File: config.mk
export PLATFORM = sky130hd
export DESIGN_NAME = arb_wrr_lock
export DESIGN_NICKNAME = d
export VERILOG_FILES = /design/src/rtl/arb_pkg.sv /design/src/rtl/vrp_reg_slice.sv /design/src/rtl/arb_wrr_lock.sv
export SDC_FILE = /design/constraint.sdc
export NUM_CORES = 1
export LEC_CHECK = 0
export BUFFER_PORTS_ARGS = -buffer_cell sky130_fd_sc_hd__buf_2
export CAP_MARGIN = 30
export CORE_MARGIN = 10
export CORE_UTILIZATION = 39
export CTS_CLUSTER_DIAMETER = 40
export DETAILED_ROUTE_END_ITERATION = 7
export PLACE_DENSITY = 0.78
export SETUP_SLACK_MARGIN = 0.02
export SLEW_MARGIN = 30
export SYNTH_ARGS = -nofsm -noshare
export SYNTH_HDL_FRONTEND = slang
export SYNTH_SLANG_ARGS = --single-unit
export TNS_END_PERCENT = 1
File: constraint.sdc
create_clock -name clk -period 3.05 [get_ports clk]
set_input_delay 0.1525 -clock clk [delete_from_list [all_inputs] [get_ports clk]]
set_output_delay 0.1525 -clock clk [all_outputs]
set_load 0.005 [all_outputs]
File: src/rtl/arb_pkg.sv
// -----------------------------------------------------------------------------
// arb_pkg
//   Shared types and helpers for the fabric arbiters.
//   - arb_mode_e : arbitration policy selector (FP / RR / WRR)
//   - lock_st_e  : packet-lock state (open / held by an owner)
//   - onehot2idx : one-hot vector -> binary index
//   - rr_pick    : rotate-priority search starting at a pointer, with wrap
//   Vectors are carried at a fixed maximum width (ARB_MAX_N) so the helpers
//   can live here and be reused by any arbiter with WIDTH <= ARB_MAX_N.
// -----------------------------------------------------------------------------
package arb_pkg;

  typedef enum logic [1:0] {
    ARB_FP  = 2'd0,  // fixed priority, lowest index wins
    ARB_RR  = 2'd1,  // round robin, one packet per turn
    ARB_WRR = 2'd2   // weighted round robin, v_weight packets per turn
  } arb_mode_e;

  typedef enum logic {
    LK_OPEN = 1'b0,  // at a packet boundary, free to arbitrate
    LK_HELD = 1'b1   // mid-packet, grant pinned to the owner
  } lock_st_e;

  localparam int ARB_MAX_N = 32;
  localparam int ARB_IDX_W = 5;

  typedef logic [ARB_MAX_N-1:0] arb_vec_t;
  typedef logic [ARB_IDX_W-1:0] arb_idx_t;

  // OR-reduction of set bit positions; exact for a one-hot input, 0 for zero.
  function automatic arb_idx_t onehot2idx(input arb_vec_t oh);
    arb_idx_t idx;
    idx = '0;
    for (int i = 0; i < ARB_MAX_N; i++) begin
      if (oh[i]) idx = idx | arb_idx_t'(i);
    end
    return idx;
  endfunction

  // First set bit of req[n-1:0] searching upward from ptr and wrapping.
  // Returns a one-hot vector, or zero when no request is set.
  function automatic arb_vec_t rr_pick(input arb_vec_t req, input arb_idx_t ptr,
                                       input int n);
    arb_vec_t gnt;
    logic     found;
    int       pos;
    arb_idx_t sel;
    gnt   = '0;
    found = 1'b0;
    for (int k = 0; k < ARB_MAX_N; k++) begin
      if (k < n) begin
        pos = int'(ptr) + k;
        if (pos >= n) pos = pos - n;
        sel = arb_idx_t'(pos);
        if (!found && req[sel]) begin
          gnt[sel] = 1'b1;
          found    = 1'b1;
        end
      end
    end
    return gnt;
  endfunction

endpackage

File: src/rtl/vrp_reg_slice.sv
// -----------------------------------------------------------------------------
// vrp_reg_slice
//   One-entry valid/ready pipeline register. Full throughput: a new beat is
//   taken in the same cycle the held beat drains. Data is held stable while
//   out_vld & ~out_rdy.
// Ports
//   clk, rst_n           clock, synchronous active-low reset
//   in_vld/in_rdy        upstream handshake; in_rdy = ~out_vld | out_rdy
//   in_data  [DW]        upstream data
//   out_vld/out_rdy      downstream handshake
//   out_data [DW]        downstream data, 0 after reset
// -----------------------------------------------------------------------------
module vrp_reg_slice #(
  parameter int DW = 33
) (
  input  logic          clk,
  input  logic          rst_n,
  input  logic          in_vld,
  output logic          in_rdy,
  input  logic [DW-1:0] in_data,
  output logic          out_vld,
  input  logic          out_rdy,
  output logic [DW-1:0] out_data
);

  // Ready never looks at in_vld, so the upstream grant stays rdy-independent.
  assign in_rdy = ~out_vld | out_rdy;

  always_ff @(posedge clk) begin
    if (!rst_n) begin
      out_vld  <= 1'b0;
      // NOTE: the data register is reset too, because the output payload must
      // read 0 after reset; a pure datapath register would not need this.
      out_data <= '0;
    end else if (in_rdy) begin
      out_vld <= in_vld;
      if (in_vld) out_data <= in_data;
    end
  end

endmodule

File: src/rtl/arb_wrr_lock.sv
// -----------------------------------------------------------------------------
// arb_wrr_lock
//   N:1 valid/ready arbiter with payload mux, multi-beat packet lock and a
//   choice of fixed-priority, round-robin or weighted round-robin policy.
//   Optional registered output slice (OUT_REG=1) with full throughput.
// Parameters
//   WIDTH      number of input channels (2..32)
//   PLD_WIDTH  payload width
//   MODE       ARB_FP / ARB_RR / ARB_WRR
//   WGT_WIDTH  per-channel WRR weight width
//   OUT_REG    0: combinational output, 1: one-entry registered slice
// Ports
//   clk, rst_n               clock, synchronous active-low reset
//   v_vld_s/v_rdy_s/v_last_s per-channel handshake and last-beat flag
//   v_pld_s  [WIDTH]         per-channel payload (unpacked)
//   v_weight [WIDTH]         WRR packets per turn, 0 treated as 1
//   vld_m/rdy_m/pld_m/last_m merged downstream channel
//   gnt_id_m                 source channel of the output beat; present only
//                            when ARB_WRR_LOCK_GNT_ID_EN is defined
// -----------------------------------------------------------------------------
module arb_wrr_lock
  import arb_pkg::*;
#(
  parameter int        WIDTH     = 4,
  parameter int        PLD_WIDTH = 32,
  parameter arb_mode_e MODE      = ARB_RR,
  parameter int        WGT_WIDTH = 4,
  parameter bit        OUT_REG   = 1'b1
) (
  input  logic                 clk,
  input  logic                 rst_n,
  input  logic [WIDTH-1:0]     v_vld_s,
  output logic [WIDTH-1:0]     v_rdy_s,
  input  logic [WIDTH-1:0]     v_last_s,
  input  logic [PLD_WIDTH-1:0] v_pld_s  [WIDTH],
  input  logic [WGT_WIDTH-1:0] v_weight [WIDTH],
  output logic                 vld_m,
  input  logic                 rdy_m,
  output logic [PLD_WIDTH-1:0] pld_m,
  output logic                 last_m
`ifdef ARB_WRR_LOCK_GNT_ID_EN
  ,
  output logic [$clog2(WIDTH)-1:0] gnt_id_m
`endif
);

  localparam int IDX_W = $clog2(WIDTH);

  lock_st_e             lock_q, lock_d;
  logic [IDX_W-1:0]     owner_q;      // packet owner; also the WRR turn owner
  logic [IDX_W-1:0]     ptr_q;        // RR search start
  logic [WGT_WIDTH-1:0] credit_q, credit_d;

  logic [WIDTH-1:0]     grant;
  logic [IDX_W-1:0]     gidx;
  logic                 wrr_hold;
  logic                 up_vld;
  logic                 slice_rdy;
  logic                 acc;
  logic                 sel_last;
  logic [PLD_WIDTH-1:0] sel_pld;
  logic [WGT_WIDTH-1:0] wgt_eff;

  function automatic logic [IDX_W-1:0] inc_wrap(input logic [IDX_W-1:0] i);
    if (int'(i) == WIDTH - 1) return '0;
    return i + IDX_W'(1);
  endfunction

  // ---------------------------------------------------------------------------
  // Grant: a function of valids and state only, never of rdy_m.
  // ---------------------------------------------------------------------------
  always_comb begin
    // NOTE: every output of this block gets a default first so no path leaves
    // it unassigned; otherwise synthesis would infer a latch.
    grant    = '0;
    wrr_hold = 1'b0;
    if (lock_q == LK_HELD) begin
      // Owner keeps the grant even if it drops valid: the gap is a bubble.
      grant = WIDTH'(1) << owner_q;
    end else if (MODE == ARB_FP) begin
      grant = WIDTH'(rr_pick(arb_vec_t'(v_vld_s), '0, WIDTH));
    end else if (MODE == ARB_WRR) begin
      // Turn continues while it has credit and its owner has another packet.
      wrr_hold = (credit_q != '0) && v_vld_s[owner_q];
      if (wrr_hold) grant = WIDTH'(1) << owner_q;
      else          grant = WIDTH'(rr_pick(arb_vec_t'(v_vld_s), arb_idx_t'(ptr_q), WIDTH));
    end else begin
      grant = WIDTH'(rr_pick(arb_vec_t'(v_vld_s), arb_idx_t'(ptr_q), WIDTH));
    end
  end

  assign gidx     = IDX_W'(onehot2idx(arb_vec_t'(grant)));
  assign up_vld   = |(grant & v_vld_s);
  assign sel_pld  = v_pld_s[gidx];
  assign sel_last = v_last_s[gidx];
  assign v_rdy_s  = grant & {WIDTH{slice_rdy}};
  assign acc      = up_vld & slice_rdy;
  assign wgt_eff  = (v_weight[gidx] == '0) ? WGT_WIDTH'(1) : v_weight[gidx];

  // ---------------------------------------------------------------------------
  // Lock FSM and WRR credit next-state.
  // ---------------------------------------------------------------------------
  always_comb begin
    lock_d   = lock_q;
    credit_d = credit_q;
    if (acc) lock_d = sel_last ? LK_OPEN : LK_HELD;
    if (MODE == ARB_WRR) begin
      if (acc && lock_q == LK_OPEN && !wrr_hold) begin
        // New turn: credit from this cycle's weight, minus this packet if it
        // is a single-beat one.
        credit_d = sel_last ? wgt_eff - WGT_WIDTH'(1) : wgt_eff;
      end else if (acc && sel_last) begin
        credit_d = credit_q - WGT_WIDTH'(1);
      end else if (lock_q == LK_OPEN && !wrr_hold) begin
        // Owner absent at a packet boundary: the turn is forfeited.
        credit_d = '0;
      end
    end
  end

  always_ff @(posedge clk) begin
    if (!rst_n) begin
      lock_q   <= LK_OPEN;
      owner_q  <= '0;
      ptr_q    <= '0;
      credit_q <= '0;
    end else begin
      // NOTE: state registers use non-blocking assignment so every flop
      // samples the pre-edge values regardless of statement order.
      lock_q   <= lock_d;
      credit_q <= credit_d;
      if (acc) owner_q <= gidx;
      // ptr always points past the last packet's source; in WRR a held turn
      // simply bypasses it until the turn ends.
      if (acc && sel_last && MODE != ARB_FP) ptr_q <= inc_wrap(gidx);
    end
  end

  // ---------------------------------------------------------------------------
  // Output stage.
  // ---------------------------------------------------------------------------
  if (OUT_REG) begin : g_reg
`ifdef ARB_WRR_LOCK_GNT_ID_EN
    localparam int DW = PLD_WIDTH + 1 + IDX_W;
`else
    localparam int DW = PLD_WIDTH + 1;
`endif
    logic [DW-1:0] din, dout;

`ifdef ARB_WRR_LOCK_GNT_ID_EN
    assign din      = {gidx, sel_last, sel_pld};
    assign gnt_id_m = dout[DW-1 -: IDX_W];
`else
    assign din = {sel_last, sel_pld};
`endif

    vrp_reg_slice #(.DW(DW)) u_slice (
      .clk      (clk),
      .rst_n    (rst_n),
      .in_vld   (up_vld),
      .in_rdy   (slice_rdy),
      .in_data  (din),
      .out_vld  (vld_m),
      .out_rdy  (rdy_m),
      .out_data (dout)
    );

    assign pld_m  = dout[PLD_WIDTH-1:0];
    assign last_m = dout[PLD_WIDTH];
  end else begin : g_comb
    assign slice_rdy = rdy_m;
    assign vld_m     = up_vld;
    // Zero the payload when idle so an ungranted channel never leaks out.
    assign pld_m     = up_vld ? sel_pld : '0;
    assign last_m    = up_vld & sel_last;
`ifdef ARB_WRR_LOCK_GNT_ID_EN
    assign gnt_id_m  = up_vld ? gidx : '0;
`endif
  end

endmodule
==> Yosys cells after proc, flatten, opt, wreduce, memory -nomap -nowiden <==
Cells that the tools add are included.
{ "op_classes": {"addsub": 8, "mul": 0, "div_mod_pow": 0, "n_lt_le_gt_ge": 14, "eq_ne": 1, "n_shift": 1, "mux": 52, "bitwise": 9, "n_reduce_logical": 13} }
{ "op_table": {"columns": ["op", "count"], "rows": [
  ["32-bit binary-select mux with 2-bit select", 1],
  ["32-bit two-way mux", 2],
  ["5-bit two-way mux", 8],
  ["4-bit two-way mux", 8],
  ["5-bit by 6-bit < comparator with 1-bit output (second input constant)", 4],
  ["1-bit binary-select mux with 5-bit select", 4],
  ["1-bit demux with 5-bit select", 4],
  ["5-bit by 1-bit >= comparator with 1-bit output (second input constant)", 4],
  ["1-bit two-way mux", 20],
  ["3-bit >= comparator (second input constant)", 4],
  ["4-bit bitwise OR", 3],
  ["3-bit by 3-bit subtractor with 4-bit output (second input constant)", 3],
  ["4-bit bitwise AND", 2],
  ["1-bit logical AND", 8],
  ["2-bit two-way mux", 4],
  ["2-bit by 2-bit adder with 3-bit output (second input constant)", 2],
  ["4-bit OR reduction", 1],
  ["1-bit by 2-bit left shift with 4-bit output (first input constant)", 1],
  ["2-bit by 3-bit subtractor with 4-bit output (second input constant)", 1],
  ["2-bit by 1-bit adder with 3-bit output (second input constant)", 1],
  ["2-bit by 3-bit >= comparator with 1-bit output (second input constant)", 1],
  ["1-bit logical NOT", 3],
  ["2-bit by 3-bit < comparator with 1-bit output (second input constant)", 1],
  ["2-bit NOT with 3-bit output", 1],
  ["other kinds (7)", 7]
]} }
{ "word_totals": {"regBits": 39, "latchBits": 0, "ramBits": 0, "rom_bits": 0, "out_inout_bits": 38, "wordCells": 103, "mem_count": 0} }

==> Depth between registers and ports, before layout <==
{ "depth": {"word_depth": 28, "depth_mapped": 14} }

==> Modules after synthesis <==
Synthesis repeated with hierarchy kept, for this count alone.
{ "unflattened": {"hier_cells": 374, "area_unflattened_um2": 3383.2} }
{ "modules_own_cells": {"columns": ["module", "instances", "cells_per_inst", "area_per_inst_um2", "seq_area_each_um2"], "rows": [
  ["arb_wrr_lock", 1, 226, 1988.2, 100.1],
  ["vrp_reg_slice", 1, 148, 1395.1, 680.7]
]} }

==> Worst setup path after synthesis <==
OpenSTA, ideal clock, no wires.
{ "synth_timing": {"kind": "register to register", "start": "register ptr_q[0]", "end": "register g_reg.u_slice.out_data[32]", "setup_time_ps": 115, "arrival_time_ps": 2948, "required_ps": 2935, "path_slack_ps": -13, "path_stages_with_launch": 13, "path_buffers": 3, "period_less_slack_ps": 3063, "cell_sequence": "dfxtp_1 -> buf_6 -> inv_1 -> ha_1 -> clkbuf_1 -> mux2i_1 -> o22ai_1 -> nand4b_1 -> a41oi_1 -> buf_2 -> mux2_2 -> o2111a_1 -> o21a_1"} }
{ "synth_between": {"elab_chain_cells": 24, "elab_cells_between_ends": 78, "cone_classes": "add/sub: 7; order compare: 12; mux: 43; bitwise: 4; reduce/logical: 12"} }
{ "synth_rtl": {"columns": ["element", "line_no", "source"], "rows": [
  ["start: declaration", "arb_wrr_lock.sv:51", "logic [IDX_W-1:0] ptr_q;"],
  ["start signal: assignment", "arb_wrr_lock.sv:135", "if (acc && sel_last && MODE != ARB_FP) ptr_q <= inc_wrap(gidx);"],
  ["parallel branches: the longest is 17 deep, another holds 5-bit by 6-bit < comparator with 1-bit output", null, null],
  ["4-bit two-way mux (*)", "arb_pkg.sv:55", "if (!found && req[sel]) begin"],
  ["4-bit two-way mux (*)", "arb_wrr_lock.sv:77", "if (lock_q == LK_HELD) begin"],
  ["1-bit two-way mux", "arb_pkg.sv:35", "if (oh[i]) idx = idx | arb_idx_t'(i);"],
  ["2-bit two-way mux (2 in a row)", "arb_pkg.sv:35", null],
  ["1-bit binary-select mux with 2-bit select", "arb_wrr_lock.sv:95", "assign sel_last = v_last_s[gidx];"],
  ["1-bit two-way mux (not written as such)", "arb_wrr_lock.sv:95", null],
  ["end signal: assignment", "vrp_reg_slice.sv:37", "if (in_vld) out_data <= in_data;"],
  ["end: declaration", "vrp_reg_slice.sv:23", "output logic [DW-1:0] out_data"]
]} }
Mark *: on every way between the ends. The select of a mux whose other input is x is not followed.
A chain may end at the register's enable or synchronous reset.

==> Worst setup path in the final report <==
{ "layout_timing": {"start": "register ptr_q[0]", "end": "register g_reg.u_slice.out_data[10]"} }
{ "layout_between": {"elab_chain_cells": 26, "elab_cells_between_ends": 80, "cone_classes": "add/sub: 7; order compare: 12; mux: 44; bitwise: 5; reduce/logical: 12"} }
{ "layout_rtl": {"columns": ["element", "line_no", "source"], "rows": [
  ["parallel branches: the longest is 17 deep, another holds 5-bit by 6-bit < comparator with 1-bit output", null, null],
  ["4-bit two-way mux (*)", "arb_pkg.sv:55", null],
  ["4-bit two-way mux (*)", "arb_wrr_lock.sv:77", null],
  ["1-bit two-way mux", "arb_pkg.sv:35", null],
  ["2-bit two-way mux (2 in a row)", "arb_pkg.sv:35", null],
  ["2-bit NOT with 3-bit output", null, null],
  ["32-bit binary-select mux with 2-bit select", "arb_wrr_lock.sv:94", "assign sel_pld = v_pld_s[gidx];"],
  ["32-bit two-way mux (not written as such) (2 in a row)", "arb_wrr_lock.sv:94", null]
]} }
Marks and branches as above.

==> run metrics <==
status=completed; Vias=3107; Min Hold Slack=165 ps; first-pass GRT wire length=15800 um; Slew headroom=76.2%; Ys Warns=0; Final ANT Viol Nets=0; placed insts=562; Max VDD drop=0.364 mV; LEAKAGE=2.11 nW; Fmax=338 MHz; post-route clock period utilization=96.9%; clk slew on worst S/H paths=70 ps; Crit-path slowest cell=a32oi_2; Post-Synthesis Cells=294; CTS H-tree lvls=2; worst-skew pair later-pin latency=280 ps; FP Rows=31; clock sinks=39; TritonCTS clock tree=yes; fin. max-slew vios=0; Die ar.=11500 um2; Yosys reg bits=39; post-route cell area=4160 um2; Max Cap Viol=0; largest net degree at the start of global routing=29; worst-margin pin slew=356 ps; Root Driver=clkbuf_8; most frequent cells in the layout=176 x buf_2, 101 x mux2i_1, 39 x dfxtp_1, 32 x a22o_1; number of DRC markers in iteration 0=98; # port buffers=176; Initial Util=40.4%; crit-path cells=buf_4 -> ha_2 -> nand2b_1 -> and3_1 -> o211ai_1 -> o2111ai_4 -> a32oi_2 -> a31oi_4 -> and2_1 -> buf_12 -> a22o_1; Placeable Area=7330 um2; Power per Cell Area=889 nW/um2; drt drc=0; most common cell after layout, fill and taps aside=buf_2; Pre-Repair DR Iteration Count=4; crit path kind=flop to flop; Routed WL per cell=18.2 um; worst-path fanout max=28; Die W=107 um; share of the yosys chip area belonging to registers=26.4%; DP Wirelength=8590 um; Syn Std Cell Area=2960 um2; syn nets=456; fraction of layout cells with a size suffix above 1=45.7%; setup TNS=0 ps; RSZ-0062 raised after global routing=yes; # IOs=193; vias per cell=5.46; Layout fillers=668; Worst EP required=3220 ps; antenna cells=0; Area Growth Syn to Fin=40.6%; final design utilization=56.8%; Critical Path End Type=flop; crit path DAT=3130 ps; Clock Tree Buf Depth=2; Synth cell types=48; dpl ws=-12.9 ps; skew final=5.92 ps; GRT Util Overall=16.6%; Avg Cell Area, Syn=10.1 um2; Die H=107 um; final setup margin=93.7 ps; final WL=10300 um; crit start category=flop; routability cong.=0.882; Final #Nets=632; vias in the first global route=3336; min cycle time layout=2960 ps; Hold Violations, Final=0; TritonCTS Buffers=5; Hold Path Class=input port to flop; antenna violations before repair=0; Cell Count, Final, Fillers Out=569; GRT overflow=0; post-placement cell area=4020 um2; Tot Pwr=3.70 mW; Crit path largest cell delay=350 ps; endpoints failing setup=0
[kinds of logic (layout without fill, tap and decap cells)]
logic type,count (synthesis),count (layout),share of synthesized area [%]
fa+ha+maj,7,7,2.96
simple gates,51,51,9.55
buf+inv,29,205,5.79
compound gates,62,62,18.2
mux,106,106,37.2
flops,39,39,26.4
[synth_stat cells (all sizes together)]
| master | number | area [um2] |
|---|---|---|
| inv | 8 | 30.0 |
| a31oi | 3 | 40.0 |
| nand4b | 1 | 8.76 |
| nor2 | 10 | 37.5 |
| nor2b | 7 | 43.8 |
| nand2 | 10 | 40.0 |
| o21a | 1 | 7.51 |
| a41oi | 3 | 33.8 |
| nor3 | 1 | 5.00 |
| o21ai | 5 | 25.0 |
| ha | 7 | 87.6 |
| a311oi | 1 | 8.76 |
| nand4 | 7 | 50.1 |
| o211ai | 4 | 30.0 |
| mux2i | 101 | 1010 |
| o31a | 1 | 8.76 |
| mux2 | 2 | 22.5 |
| and2 | 3 | 18.8 |
| or4b | 1 | 10.0 |
| a21o | 2 | 15.0 |
| nand3 | 2 | 10.0 |
| nand2b | 2 | 12.5 |
| or3b | 1 | 8.76 |
| a211oi | 1 | 7.51 |
| o2111a | 1 | 11.3 |
| clkbuf | 2 | 7.51 |
| o22ai | 1 | 6.26 |
| buf | 19 | 134 |
| dfxtp | 39 | 781 |
| o2111ai | 2 | 23.8 |
| a22o | 32 | 280 |
| and3 | 3 | 18.8 |
| a32oi | 1 | 16.3 |
| or3 | 3 | 18.8 |
| a21oi | 4 | 23.8 |
| mux4 | 3 | 67.6 |
[power breakdown]
group	switching (mW)	internal [mW]
Combinational	1.26	1.28
Sequential	0.0869	0.660
Clock	0.172	0.240
Total	1.52	2.18
[final timing paths]
check	cells after the start	to	slack [ps]	startpoint
setup / recovery	11	g_reg.u_slice.out_data[10]	90	ptr_q[0]
hold reg to reg	1	g_reg.u_slice.out_data[8]	480	g_reg.u_slice.out_data[8]
hold / removal	2	g_reg.u_slice.out_data[32]	160	rst_n
setup reg to reg	11	g_reg.u_slice.out_data[10]	90	ptr_q[0]
[sequential cells by signal (all words and copies together), names as in the netlist]
signal / cells
g_reg.u_slice.out_data: 33
owner_q: 2
ptr_q: 2
g_reg.u_slice.out_vld: 1
lock_q: 1
[cell type report]
| class | instances | area [um2] | area share, % |
|---|---|---|---|
| clock buffers | 6 | 72.6 | 1.74 |
| clock inverters | 1 | 30.0 | 0.721 |
| inverters | 8 | 30.0 | 0.721 |
| multi-input cells | 226 | 2080 | 49.9 |
| flip-flops and latches | 39 | 781 | 18.8 |
| well taps | 99 | 124 | 2.98 |
| repair buffers | 190 | 1050 | 25.2 |
[routing by layer]
layer / up-vias / share of wire, % / global-route usage [%]
li1: 1474 / - / -
met1: 1482 / 39 / 17.8
met2: 139 / 53 / 30.9
met3: 12 / 7.1 / 5.03
met4: 0 / 1.3 / 3.97
met5: - / 0 / 0
[critical path: cells and delay by family (launching register included)]
family,cells,cell delay (ps)
AND/OR/NAND/NOR,3,670
adder cells (fa/ha/maj),1,230
buffers and inverters,2,370
AO/OA/AOI/OAI,5,1260
flip-flops,1,310
[what timing repair did]
item | in CTS | in global routing
hold buffers | 0 | 0
gates resized for setup | 2 | 5
endpoints found under the hold margin | 0 | 0
setup endpoints to repair | 26 | 37
setup buffers | 0 | 0
(Power assumes the default switching activity.)
